--- config.mk ---
export PLATFORM = sky130hd
export DESIGN_NAME = i2c_poll_master
export DESIGN_NICKNAME = d
export VERILOG_FILES = /design/src/rtl/i2c_poll_master.sv
export SDC_FILE = /design/constraint.sdc
export NUM_CORES = 1
export LEC_CHECK = 0
export CORE_UTILIZATION = 59
export CTS_BUF_LIST = sky130_fd_sc_hd__clkbuf_16
export CTS_CLUSTER_SIZE = 40
export DETAILED_ROUTE_END_ITERATION = 7
export PLACE_DENSITY = 0.84
export REMOVE_ABC_BUFFERS = 1
export SYNTH_ARGS = -nofsm -noshare
export SYNTH_HDL_FRONTEND = slang
export SYNTH_SLANG_ARGS = --single-unit
--- constraint.sdc ---
create_clock -name clk -period 3.7 [get_ports clk]
set_input_delay 0.37 -clock clk [delete_from_list [all_inputs] [get_ports clk]]
set_output_delay 0.37 -clock clk [all_outputs]
set_load 0.05 [all_outputs]
--- src/rtl/i2c_poll_master.sv ---
// i2c_poll_master
// Single-master I2C read sequencer. Sweeps NUM_SLAVES consecutive 7-bit
// addresses starting at BASE_ADDR and performs one single-byte read per
// slave: START, address+R, slave ACK, 8 data bits, master NACK, STOP.
// Each byte is delivered on a valid/ready result port.
//
// Optional feature: define I2C_POLL_RETRY_EN to retry an address NACK once
// (STOP, then a full new START..AACK attempt for the same slave).
//
// Result handshake: res_valid/res_data/res_addr/res_err are held stable from
// the rising of res_valid until the clk edge where res_valid && res_ready are
// both high; that edge is the transfer and res_valid drops right after it.
//
// Bus outputs scl/sda_oe are registered copies of the decoded bus state, so
// the pins lag the FSM by one clk; this keeps the pins glitch-free and does
// not change any quarter-to-quarter relationship.
module i2c_poll_master #(
    parameter int         CLK_DIV    = 4,
    parameter int         NUM_SLAVES = 4,
    parameter logic [6:0] BASE_ADDR  = 7'h20
) (
    input  logic       clk,
    input  logic       reset,
    input  logic       en,
    input  logic       sweep_req,
    output logic       busy,
    output logic       scl,
    output logic       sda_oe,
    input  logic       sda_in,
    output logic       res_valid,
    input  logic       res_ready,
    output logic [7:0] res_data,
    output logic [6:0] res_addr,
    output logic       res_err,
    output logic [3:0] o_dbg_state
);

    typedef enum logic [3:0] {
        S_IDLE  = 4'd0,
        S_START = 4'd1,
        S_ADDR  = 4'd2,
        S_AACK  = 4'd3,
        S_DATA  = 4'd4,
        S_MNACK = 4'd5,
        S_STOP  = 4'd6,
        S_OUT   = 4'd7,
        S_WAIT  = 4'd8
    } state_t;

    localparam logic [7:0] DIV_LAST = 8'(CLK_DIV - 1);
    localparam logic [2:0] LAST_IDX = 3'(NUM_SLAVES - 1);

    state_t     r_state;
    state_t     w_state_nxt;
    logic [7:0] r_div;
    logic [7:0] w_div_nxt;
    logic [1:0] r_q;
    logic [1:0] w_q_nxt;
    logic [2:0] r_bit;
    logic [2:0] w_bit_nxt;
    logic [2:0] r_idx;
    logic [2:0] w_idx_nxt;
    logic [7:0] r_tx;
    logic [7:0] w_tx_nxt;
    logic [7:0] r_rx;
    logic [7:0] w_rx_nxt;
    logic       r_nack;
    logic       w_nack_nxt;
    logic       r_busy;
    logic       w_busy_nxt;
    logic       r_scl;
    logic       w_scl;
    logic       r_sda_oe;
    logic       w_sda_oe;
    logic       r_res_valid;
    logic [7:0] r_res_data;
    logic [6:0] r_res_addr;
    logic       r_res_err;
    logic       w_load_res;
    logic       w_hs;
    logic       w_tick;
    logic       w_slot_end;
    logic [6:0] w_addr;
`ifdef I2C_POLL_RETRY_EN
    logic       r_retried;
    logic       w_retried_nxt;
`endif

    // Quarter tick, end of a 4-quarter bit slot, current slave address, handshake.
    assign w_tick     = (r_div == DIV_LAST);
    assign w_slot_end = w_tick && (r_q == 2'd3);
    assign w_addr     = BASE_ADDR + {4'b0000, r_idx};
    assign w_hs       = (r_state == S_WAIT) && r_res_valid && res_ready;

    assign busy        = r_busy;
    assign scl         = r_scl;
    assign sda_oe      = r_sda_oe;
    assign res_valid   = r_res_valid;
    assign res_data    = r_res_data;
    assign res_addr    = r_res_addr;
    assign res_err     = r_res_err;
    assign o_dbg_state = r_state;

    // Next-state, counter/shift-register updates and bus pin decode.
    always_comb begin
        w_state_nxt = r_state;
        w_div_nxt   = w_tick ? 8'd0 : r_div + 8'd1;
        w_q_nxt     = w_tick ? r_q + 2'd1 : r_q;
        w_bit_nxt   = r_bit;
        w_idx_nxt   = r_idx;
        w_tx_nxt    = r_tx;
        w_rx_nxt    = r_rx;
        w_nack_nxt  = r_nack;
        w_busy_nxt  = r_busy;
        w_scl       = 1'b1;
        w_sda_oe    = 1'b0;
        w_load_res  = 1'b0;
`ifdef I2C_POLL_RETRY_EN
        w_retried_nxt = r_retried;
`endif
        case (r_state)
            S_IDLE: begin
                w_div_nxt = 8'd0;
                w_q_nxt   = 2'd0;
                if (sweep_req && en) begin
                    w_state_nxt = S_START;
                    w_idx_nxt   = 3'd0;
                    w_busy_nxt  = 1'b1;
                    w_nack_nxt  = 1'b0;
`ifdef I2C_POLL_RETRY_EN
                    w_retried_nxt = 1'b0;
`endif
                end
            end
            S_START: begin
                // SDA falls while SCL stays high, then is held for a quarter.
                w_scl    = 1'b1;
                w_sda_oe = 1'b1;
                if (w_tick && r_q == 2'd1) begin
                    w_state_nxt = S_ADDR;
                    w_q_nxt     = 2'd0;
                    w_bit_nxt   = 3'd0;
                    w_tx_nxt    = {w_addr, 1'b1};
                end
            end
            S_ADDR: begin
                w_scl    = r_q[1];
                w_sda_oe = ~r_tx[7];
                if (w_slot_end) begin
                    w_tx_nxt  = {r_tx[6:0], 1'b0};
                    w_bit_nxt = r_bit + 3'd1;
                    if (r_bit == 3'd7) begin
                        w_state_nxt = S_AACK;
                    end
                end
            end
            S_AACK: begin
                w_scl = r_q[1];
                if (w_slot_end) begin
                    if (!sda_in) begin
                        w_state_nxt = S_DATA;
                        w_bit_nxt   = 3'd0;
                    end else begin
                        w_state_nxt = S_STOP;
                        w_nack_nxt  = 1'b1;
                    end
                end
            end
            S_DATA: begin
                w_scl = r_q[1];
                if (w_slot_end) begin
                    w_rx_nxt  = {r_rx[6:0], sda_in};
                    w_bit_nxt = r_bit + 3'd1;
                    if (r_bit == 3'd7) begin
                        w_state_nxt = S_MNACK;
                    end
                end
            end
            S_MNACK: begin
                // SDA left released: NACK tells the slave the read is over.
                w_scl = r_q[1];
                if (w_slot_end) begin
                    w_state_nxt = S_STOP;
                end
            end
            S_STOP: begin
                // SDA low through the SCL rise, released in the last quarter.
                w_scl    = r_q[1];
                w_sda_oe = (r_q != 2'd3);
                if (w_slot_end) begin
                    w_state_nxt = S_OUT;
`ifdef I2C_POLL_RETRY_EN
                    if (r_nack && !r_retried) begin
                        w_state_nxt   = S_START;
                        w_nack_nxt    = 1'b0;
                        w_retried_nxt = 1'b1;
                    end
`endif
                end
            end
            S_OUT: begin
                w_div_nxt   = 8'd0;
                w_q_nxt     = 2'd0;
                w_load_res  = 1'b1;
                w_state_nxt = S_WAIT;
            end
            S_WAIT: begin
                w_div_nxt = 8'd0;
                w_q_nxt   = 2'd0;
                if (w_hs) begin
                    if (r_idx == LAST_IDX || !en) begin
                        w_state_nxt = S_IDLE;
                        w_busy_nxt  = 1'b0;
                    end else begin
                        w_state_nxt = S_START;
                        w_idx_nxt   = r_idx + 3'd1;
                        w_nack_nxt  = 1'b0;
`ifdef I2C_POLL_RETRY_EN
                        w_retried_nxt = 1'b0;
`endif
                    end
                end
            end
            default: begin
                w_state_nxt = S_IDLE;
            end
        endcase
    end

    // FSM state register.
    always_ff @(posedge clk) begin
        if (reset) begin
            r_state <= S_IDLE;
        end else begin
            r_state <= w_state_nxt;
        end
    end

    // Datapath, bus pin and result registers.
    always_ff @(posedge clk) begin
        if (reset) begin
            r_div       <= 8'd0;
            r_q         <= 2'd0;
            r_bit       <= 3'd0;
            r_idx       <= 3'd0;
            r_tx        <= 8'd0;
            r_rx        <= 8'd0;
            r_nack      <= 1'b0;
            r_busy      <= 1'b0;
            r_scl       <= 1'b1;
            r_sda_oe    <= 1'b0;
            r_res_valid <= 1'b0;
            r_res_data  <= 8'd0;
            r_res_addr  <= 7'd0;
            r_res_err   <= 1'b0;
`ifdef I2C_POLL_RETRY_EN
            r_retried   <= 1'b0;
`endif
        end else begin
            r_div    <= w_div_nxt;
            r_q      <= w_q_nxt;
            r_bit    <= w_bit_nxt;
            r_idx    <= w_idx_nxt;
            r_tx     <= w_tx_nxt;
            r_rx     <= w_rx_nxt;
            r_nack   <= w_nack_nxt;
            r_busy   <= w_busy_nxt;
            r_scl    <= w_scl;
            r_sda_oe <= w_sda_oe;
`ifdef I2C_POLL_RETRY_EN
            r_retried <= w_retried_nxt;
`endif
            if (w_load_res) begin
                r_res_valid <= 1'b1;
                r_res_data  <= r_nack ? 8'h00 : r_rx;
                r_res_addr  <= w_addr;
                r_res_err   <= r_nack;
            end else if (w_hs) begin
                r_res_valid <= 1'b0;
            end
        end
    end

endmodule

==> flow_metrics.tcl, run 1 <==
set metrics [dict create \
    status "completed" \
    die_h_um 67.8 \
    worstReg2RegStart "o_dbg_state[0]" \
    ctsLongestPathBuffers 2 \
    crit_type "reg -> reg" \
    ir_drop_mv 0.332 \
    synth_area_per_cell_um2 8.54 \
    skew_ns 0.00609 \
    tns_ns 0 \
    synth_top_area_share 0.423 \
    avgRoutedWirePerCell_um 14.1 \
    yosys_register_bits 54 \
    nNetsFinal 322 \
    ys_types 50 \
    place.gp.congestion 0.930 \
    die-area_mm2 0.00460 \
    grt_pass1_vias 1774 \
    synth-async-reset-ratio 0 \
    hold_ws_ns 0.456 \
    path_cells "nor4b_1 > a22oi_1 > a2111oi_0 > nor3_1" \
    hp-class "reg -> reg" \
    synth_edf_count 0 \
    antenna_found_initial 0 \
    cp_slowest_cell "dfxtp_1" \
    fmax_mhz 417 \
    start_util 0.625 \
    io_pins 30 \
    diodes 0 \
    worst-r2r-cell-count 4 \
    fill_cells 342 \
    hold_path_end "res_data[1]" \
    core_mm2 0.00409 \
    hold_viol 0 \
    drt_wl_total_um 5070 \
    final_max_slew_viol_count 0 \
    cp.arrival_ns 2.56 \
    antenna_left 0 \
    maxSlewHeadroom 0.527 \
    ff2ff_setup_slack_ns 1.30 \
    path_clk_slew_ns 0.07 \
    r2r-end "r_tx[3]" \
    whs_path_depth 2 \
    slowest_delay_ns 0.71 \
    grt_pass1_wl_um 8190 \
    io_buffers 26 \
    cts_resized 0 \
    htreeDepth 2 \
    leakagePower_nw 1.07 \
    vias 2106 \
    vias_per_cell 5.85 \
    postCtsHoldBufs 0 \
    grt_max_degree 40 \
    setup_viol 0 \
    drt_iter0_drc 127 \
    drc 0 \
    synth_top_flop_cell "dfxtp_1" \
    syn_area_mm2 0.00255 \
    hp-start "res_data[1]" \
    postCtsSetupBuffers 0 \
    yosys.area.top_type "dfxtp_1" \
    critPathLaunchType "flop" \
    yosysWarnings 0 \
    track_usage 0.241 \
    required_ns 3.86 \
    syn-instance-count 299 \
    clock-root-buffer "clkbuf_16" \
    ys_seq_area_frac 0.423 \
    hpwl_um 3470 \
    cap_violations 0 \
    syn_to_final_growth_pct 13.9 \
    rsz0062_at_grt "no" \
    grt_overflow 0 \
    dr.pass1.iters 4 \
    cts_made_buffers 5 \
    crit_path_max_fanout 21 \
    cts.sinks 54 \
    tightest_slew_ns 0.700 \
    die_width_um 67.8 \
    fin_crit_ns 2.40 \
    p_per_area_mw_per_mm2 509 \
    cts_tree "yes" \
    fp-row-count 23 \
    drive_above_1_share 0.0484 \
    min_period_over_period 0.648 \
    clock_latency_ns 0.29 \
    synth_area_leaders "dfxtp_1, mux2i_1, a21oi_1, nor2_1, nand2_1" \
    end_kind "flop" \
]
-- cells in the mapped netlist, types with 4 or more instances --
cell and n:
a2111oi_0 4, clkbuf_1 14, or3_1 7, dfxtp_1 54, nand4_1 4, ha_1 7, nand2b_1 10, nand2_1 28
buf_2 6, mux2i_1 17, nor2_1 32, nor3_1 6, nand3_1 14, o21ai_0 7, inv_1 8, a21oi_1 29
xnor2_1 4
-- placed cells by master (no fill, tap or decap), types with 2 or more instances in the layout --
| cell | Yosys | layout |
|---|---|---|
| dfxtp_1 | 54 | 54 |
| nor2_1 | 32 | 32 |
| a21oi_1 | 29 | 29 |
| nand2_1 | 28 | 28 |
| clkdlybuf4s50_1 | 0 | 26 |
| mux2i_1 | 17 | 17 |
| nand3_1 | 14 | 14 |
| nand2b_1 | 10 | 10 |
| inv_1 | 8 | 9 |
| or3_1 | 7 | 7 |
| o21ai_0 | 7 | 7 |
| ha_1 | 7 | 7 |
| nor3_1 | 6 | 6 |
| clkbuf_16 | 0 | 5 |
| nand4_1 | 4 | 4 |
| xnor2_1 | 4 | 4 |
| a2111oi_0 | 4 | 4 |
| nor4b_1 | 3 | 3 |
| nor3b_1 | 3 | 3 |
| a311oi_1 | 3 | 3 |
| xor2_1 | 3 | 3 |
| conb_1 | 1 | 3 |
| or4b_1 | 2 | 2 |
| or2_2 | 2 | 2 |
| and3_1 | 2 | 2 |
| a31oi_1 | 2 | 2 |
| or4b_2 | 2 | 2 |
| clkinv_1 | 1 | 2 |
-- kinds of logic (layout without fill, tap and decap cells) --
group | after synthesis | count (layout) | synth area share
AO/OA/AOI/OAI | 55 | 55 | 0.134
AND/OR/NAND/NOR | 123 | 123 | 0.255
other | 1 | 3 | 0.00147
adder cells (fa/ha/maj) | 7 | 7 | 0.0343
flip-flops | 54 | 54 | 0.423
XOR/XNOR | 7 | 7 | 0.0240
buffers and inverters | 35 | 44 | 0.0622
multiplexers | 17 | 17 | 0.0666
-- flip-flops by register name (all words and copies together) (netlist names), 2 cells and up --
signal,flops
r_tx,8
res_addr,4
res_data,8
r_idx,3
r_div,8
r_bit,3
r_rx,8
r_q,2
o_dbg_state,4
-- how the worst max path moves through the flow --
stage          slack [ns]      end      startpoint  cells past startpoint
3_3_place_gp         1.45   r_nack        r_div[0]                      5
5_1_grt              1.11   r_nack        r_div[0]                      5
6_report             1.30  r_tx[3]  o_dbg_state[0]                      4
2_1_floorplan        1.43  r_tx[3]  o_dbg_state[0]                      4
4_1_cts              1.31  r_tx[3]  o_dbg_state[0]                      4
3_5_place_dp         1.32   r_nack        r_div[0]                      5
-- worst max-delay path: cells and delay by family (launching register included) --
family / cells / cell delay, ns
simple gates: 2 / 0.73
compound gates: 2 / 0.83
flops: 1 / 0.71
-- area by class of cell --
type | count | area [µm²] | share of cell area
inverter | 9 | 33.8 | 0.0116
clock buffer | 5 | 125 | 0.0430
tap | 50 | 62.6 | 0.0215
sequential | 54 | 1080 | 0.372
timing repair buffer | 27 | 268 | 0.0920
multi-input combinational | 212 | 1320 | 0.455
clock inverter | 3 | 16.3 | 0.00559
-- layer usage --
metal / part of all wire / GRT usage / vias up
met5: 0 / 0 / -
met4: 0.012 / 0.0885 / 0
met3: 0.051 / 0.0574 / 6
met2: 0.48 / 0.384 / 53
met1: 0.46 / 0.314 / 991
li1: - / - / 1056
-- per-stage QoR --
step | util | power [mW] | area, µm² | cells | worst slack, ns
after global placement | 0.677 | 1.03 | 2770 | 352 | 1.45
after detailed placement | 0.677 | 1.04 | 2770 | 352 | 1.32
after floorplan | - | 0.937 | 2440 | 275 | 1.43
final | 0.712 | 1.48 | 2910 | 360 | 1.30
after CTS | 0.712 | 1.49 | 2910 | 360 | 1.31
after global routing | 0.712 | 1.55 | 2910 | 360 | 1.11
-- power breakdown --
part	leakage, nW	internal [mW]	total [mW]	switching (mW)
clock network	0.0730	0.249	0.454	0.205
logic	0.557	0.143	0.367	0.224
registers	0.436	0.610	0.661	0.0507
total	1.07	1.00	1.48	0.479
Power figures use the tool's default switching activity.
==> run 2, diff against run 1 <==
--- a/config.mk
+++ b/config.mk
@@ -5,11 +5,11 @@
 export SDC_FILE = /design/constraint.sdc
 export NUM_CORES = 1
 export LEC_CHECK = 0
-export CORE_UTILIZATION = 59
+export CORE_UTILIZATION = 55
 export CTS_BUF_LIST = sky130_fd_sc_hd__clkbuf_16
 export CTS_CLUSTER_SIZE = 40
 export DETAILED_ROUTE_END_ITERATION = 7
-export PLACE_DENSITY = 0.84
+export PLACE_DENSITY = 0.79
 export REMOVE_ABC_BUFFERS = 1
 export SYNTH_ARGS = -nofsm -noshare
 export SYNTH_HDL_FRONTEND = slang
==> constraint.sdc (replaced) <==
create_clock -name clk -period 2.5 [get_ports clk]
set_input_delay 0.25 -clock clk [delete_from_list [all_inputs] [get_ports clk]]
set_output_delay 0.25 -clock clk [all_outputs]
set_load 0.05 [all_outputs]
==> flow_metrics.tcl, run 2 (synthesized netlist as in run 1, its figures left out) <==
set metrics [dict create \
    status "completed" \
    p_int_mw 1.62 \
    postCtsHoldBufs 0 \
    skew_ns 0.00515 \
    grt_pass1_wl_um 9340 \
    path_cells "clkdlybuf4s50_1" \
    total_power_mw 2.36 \
    crit_type "reg -> out" \
    track_usage 0.236 \
    grt_overflow 0 \
    hpwl_um 3670 \
    io_buffers 26 \
    nNetsFinal 331 \
    critPathLaunchType "flop" \
    syn_to_final_growth_pct 17.9 \
    antenna_left 0 \
    antenna_found_initial 0 \
    htreeDepth 2 \
    clkPwrFrac 0.340 \
    dr.pass1.iters 4 \
    cts.sinks 54 \
    tns_ns 0 \
    avgRoutedWirePerCell_um 14.3 \
    core_mm2 0.00441 \
    final_max_slew_viol_count 0 \
    path_clk_slew_ns 0.07 \
    whs_path_depth 2 \
    p_per_area_mw_per_mm2 783 \
    drive_above_1_share 0.0815 \
    tightest_slew_ns 0.676 \
    fp-row-count 24 \
    r2r-end "r_rx[3]" \
    cp_slowest_cell "clkdlybuf4s50_1" \
    crit_family "buffers and inverters" \
    grt_max_degree 24 \
    start_util 0.579 \
    cts_resized 0 \
    hold_viol 0 \
    drc 0 \
    crit_buf_inv 1 \
    drt_iter0_drc 129 \
    combPwrFrac 0.248 \
    final_common_cell "dfxtp_1" \
    hp-class "reg -> reg" \
    switching_share 0.312 \
    die_h_um 70.2 \
    clock-root-buffer "clkbuf_16" \
    ff2ff_setup_slack_ns 0.31 \
    fin_ws_ns 0.277 \
    ir_drop_mv 0.582 \
    vias_per_cell 5.77 \
    worst-r2r-cell-count 5 \
    hp-start "res_data[7]" \
    slowest_delay_ns 0.93 \
    postCtsSetupBuffers 0 \
    io_pins 30 \
    power.switching_uw 736 \
    required_ns 2.25 \
    place.gp.congestion 0.891 \
    fin_crit_ns 2.22 \
    setup_viol 0 \
    cap_violations 0 \
    fmax_mhz 450 \
    grt_pass1_vias 2085 \
    maxSlewHeadroom 0.549 \
    pre_cts_ws_ns 0.332 \
    crit_path_max_fanout 23 \
    fill_cells 356 \
    cts_made_buffers 5 \
    clock_latency_ns 0.29 \
    sequentialPowerShare 0.412 \
    cp.arrival_ns 1.97 \
    hold_path_end "res_data[7]" \
    ctsLongestPathBuffers 2 \
    die-area_mm2 0.00492 \
    worstReg2RegStart "r_div[0]" \
    die_width_um 70.2 \
    final_cell_mix "dfxtp_1, nor2_1, a21oi_1" \
    leakagePower_nw 1.12 \
    drt_wl_total_um 5320 \
    diodes 0 \
    cts_tree "yes" \
    end_kind "output pin" \
    vias 2140 \
    min_period_over_period 0.889 \
    rsz0062_at_grt "no" \
]
[run 2: layout make-up]
class	count	area [µm²]	area share
multi-input cells	212	1320	0.439
flip-flops and latches	54	1080	0.359
repair buffers	36	335	0.111
clock buffers	5	125	0.0415
well taps	52	65.1	0.0216
clock inverters	3	48.8	0.0162
inverters	9	33.8	0.0112
[run 2: stage by stage]
step,hold WS (ns),cells,cell area (µm²),utilization
after floorplan,0.319,275,2440,-
after global placement,0.431,363,2840,0.643
after detailed placement,0.443,363,2840,0.643
after CTS,0.455,371,3010,0.682
after global routing,0.478,371,3010,0.682
final,0.452,371,3010,0.682
[run 2: worst max path at each step]
stage | startpoint | endpoint | slack (ns) | depth (start not counted)
2_1_floorplan | o_dbg_state[0] | r_tx[3] | 0.23 | 4
3_3_place_gp | r_div[0] | r_rx[0] | 0.43 | 5
3_5_place_dp | r_div[0] | r_rx[3] | 0.33 | 5
4_1_cts | o_dbg_state[1] | o_dbg_state[1] | 0.27 | 1
5_1_grt | r_div[0] | r_rx[3] | 0.19 | 5
6_report | o_dbg_state[1] | o_dbg_state[1] | 0.28 | 1
[run 2: layer usage]
metal  vias up  part of all wire  GRT usage
li1       1076                 -          -
met1      1000              0.46      0.295
met2        51              0.48      0.389
met3        13             0.037     0.0375
met4         0             0.024      0.127
met5         -                 0          0
[run 2: power groups by stage]
stage                     sequential (mW)  combinational, mW  clock, mW
final                               0.972              0.585      0.802
after global routing                0.982              0.634      0.844
after CTS                           0.973              0.583      0.810
after detailed placement            0.994              0.582          0
after global placement              0.988              0.576          0
after floorplan                      1.07              0.318          0
==> variant (settings of run 2) <==
Make the reset (`reset`) asynchronous in 2 clocked blocks.
--- a/src/rtl/i2c_poll_master.sv
+++ b/src/rtl/i2c_poll_master.sv
@@ -228,7 +228,7 @@
     end
 
     // FSM state register.
-    always_ff @(posedge clk) begin
+    always_ff @(posedge clk or posedge reset) begin
         if (reset) begin
             r_state <= S_IDLE;
         end else begin
@@ -237,7 +237,7 @@
     end
 
     // Datapath, bus pin and result registers.
-    always_ff @(posedge clk) begin
+    always_ff @(posedge clk or posedge reset) begin
         if (reset) begin
             r_div       <= 8'd0;
             r_q         <= 2'd0;
Check against the original RTL: differs if reset is asserted again (counterexample within 4 cycles, from zero or initial values and one cycle with reset high); with reset held inactive, the same outputs for 10 cycles.
==> variant against run 2 <==
Utilization fell by 1.5 points; cell area rose by 4.7%; largest cell class is now sequential cells; critical endpoint is now o_dbg_state[2]; cell count fell by 5.7%; setup slack got worse by 0.0093 ns; sequential cell count did not move; area after synthesis rose by 5.1%; highest routed layer unchanged; wire length fell by 8.7%.
Power is not compared: it rests on default switching activity, and its combinational part moved more than twofold at a synthesized area within 25%.
==> variant: results (changes against run 2) <==
Finish
  • Fillers: 365 (+2.5%)
  • Layout cells sized above 1: 14.8% (+6.7 points)
  • Nets: 295 (-11%)
  • FF+latch area: 0.00135 sq mm (+25%)
  • Non-clock buffer area fraction after layout: 10.2% (-0.97 points)
  • Clock network area share: 5.36% (-0.42 points)
  • Fraction of area in multi-input gates: 37.4% (-6.6 points)
  • Number of non-clock buffers: 34 (-5.6%)
  • Inverters: 13 (+4)
  • Comb_multi_in: 174 (-18%)

Power
  • Pint: 2.10 mW
  • Worst-case vdd ir drop: 759 uV

Clock tree
  • Setup bufs post-CTS: 0 (unchanged)
  • Clk_lat worst skew: 0.29 ns (about the same)
  • Max Root-Sink Buffers: 2 (unchanged)
  • Htree depth: 2 (unchanged)
  • Clk root buf: clkbuf_16

Global route
  • First-pass GRT wire length: 8300 microns (-11%)
  • Largest net degree at the start of global routing: 39 (+63%)
  • Aggregate global-route resource usage: 21.0% (-2.6 points)
  • Vias in the first global route: 1823 (-13%)

Outcome
  • Status: finished clean

Drt
  • Routed wire per std cell: 13.9 microns (-3.2%)
  • Vias: 1878 (-12%)
  • Initial DRC Count: 190 (+47%)
  • Drt via density: 5.37 (-7.0%)

Timing
  • Post-Route Skew: 0.00453 ns (-0.000617 ns)
  • Worst Max-Slew Pin Slew: 0.778 ns (+0.102 ns)
  • Setup TNS: 0 ns (unchanged)
  • Final Hold Viols: 0 (unchanged)

Min path
  • Worst min path class: in2async

Critical path
  • CP peak stage delay: 0.83 ns (-0.10 ns)
  • Reg2reg end: o_dbg_state[0]$_DFFE_PP0P_
  • Slowest stage cell, crit path: clkdlybuf4s50_1
  • WP data arrival: 1.98 ns
  • CP max FO: 13 (-43%)
  • FF-to-FF setup slack: 0.35 ns (+0.04 ns)
  • Cell depth of the worst flop-to-flop path: 5 (unchanged)
  • RR Startpoint: o_dbg_state[0]$_DFFE_PP0P_

Yosys
  • Top-area cell type share of the netlist area: 49.4% (+7.1 points)
  • Ys flop type: dfrtp_1
  • Async SR Flop Fraction: 100% (+100 points)
  • Syn Area/Cell: 10.5 sq um (+23%)
  • Sequential area share after synthesis: 50.3% (+8.0 points)
  • Synth cell types: 51 (+2.0%)
  • Synth top area cells: dfrtp_1 49%, mux2_2 4.2%, nand2_1 3.8%
  • Top cells by count, synth: 53 x dfrtp_1, 27 x nand2_1, 21 x nor2_1

Place
  • Post-Place Cells: 342 (-5.8%)
  • Routability cong.: 0.928 (+4.1%)
  • PortBufs: 26 (unchanged)
  • Hpwl dp: 3360 microns (-8.4%)
==> variant: metrics by stage <==
stage                     setup slack (ns)  power [mW]  utilization, %  instance area, sq um  hold slack [ns]
after floorplan                     0.0792        2.30               -                  2570            0.401
after global placement               0.369        2.69            63.0                  2980            0.448
after detailed placement             0.298        2.72            63.0                  2980            0.459
after CTS                            0.234        3.52            66.6                  3150            0.449
after global routing                 0.176        3.69            66.7                  3150            0.484
final                                0.268        3.50            66.7                  3150            0.421
==> variant: worst max path at each step <==
stage | to | depth (start not counted) | slack [ns] | start
3_3_place_gp | r_tx[6]$_DFFE_PP0P_ | 5 | 0.37 | o_dbg_state[0]$_DFFE_PP0P_
4_1_cts | r_tx[3]$_DFFE_PP0P_ | 5 | 0.23 | o_dbg_state[0]$_DFFE_PP0P_
5_1_grt | o_dbg_state[2] | 2 | 0.18 | o_dbg_state[2]$_DFFE_PP0P_
6_report | o_dbg_state[2] | 2 | 0.27 | o_dbg_state[2]$_DFFE_PP0P_
3_5_place_dp | r_tx[4]$_DFFE_PP0P_ | 5 | 0.30 | o_dbg_state[0]$_DFFE_PP0P_
2_1_floorplan | o_dbg_state[0]$_DFFE_PP0P_ | 5 | 0.08 | o_dbg_state[3]$_DFFE_PP0P_
==> variant: power groups by stage <==
| stage | Clock [mW] | Combinational (mW) | Sequential, mW |
|---|---|---|---|
| finish | 0.781 | 1.45 | 1.28 |
| detailed placement | 0 | 1.43 | 1.29 |
| floorplan | 0 | 0.734 | 1.56 |
| global route | 0.825 | 1.56 | 1.30 |
| global placement | 0 | 1.41 | 1.28 |
| CTS | 0.801 | 1.45 | 1.27 |
==> variant: worst reg2reg max path: stages (launching register included) <==
cell and delay [ns]:
dfrtp_1 0.59, nor3_2 0.61, nand3_1 0.18, nor4b_2 0.22, o41ai_2 0.11, mux2_4 0.34
==> variant: cells by family (layout without fill, tap and decap cells) <==
family                   Yosys count  in the layout  synth area share [%]
AND/OR/NAND/NOR                   94             94                  18.8
AO/OA/AOI/OAI                     45             45                  11.5
buffers and inverters             30             55                  6.33
XOR/XNOR                           7              7                  2.28
adder cells (fa/ha/maj)            7              7                  3.26
multiplexers                      18             18                  7.41
flip-flops                        54             54                  50.3
other                              1              3                 0.140
==> variant: repair_timing <==
| action | CTS | global route |
|---|---|---|
| endpoints found under the setup margin | 0 | 3 |
| hold buffers | 0 | 0 |
| resized for setup | 0 | 1 |
==> variant: metal layers <==
layer  vias to the layer above  GRT usage, %  part of all wire (%)  wire length (microns)
met5                         -             0                     0                      0
met1                       902          27.4                    45                   2170
met2                        45          33.6                    48                   2350
met4                         0          8.50                   1.6                     79
li1                        925             -                     -                      -
met3                         6          5.20                   5.2                    252
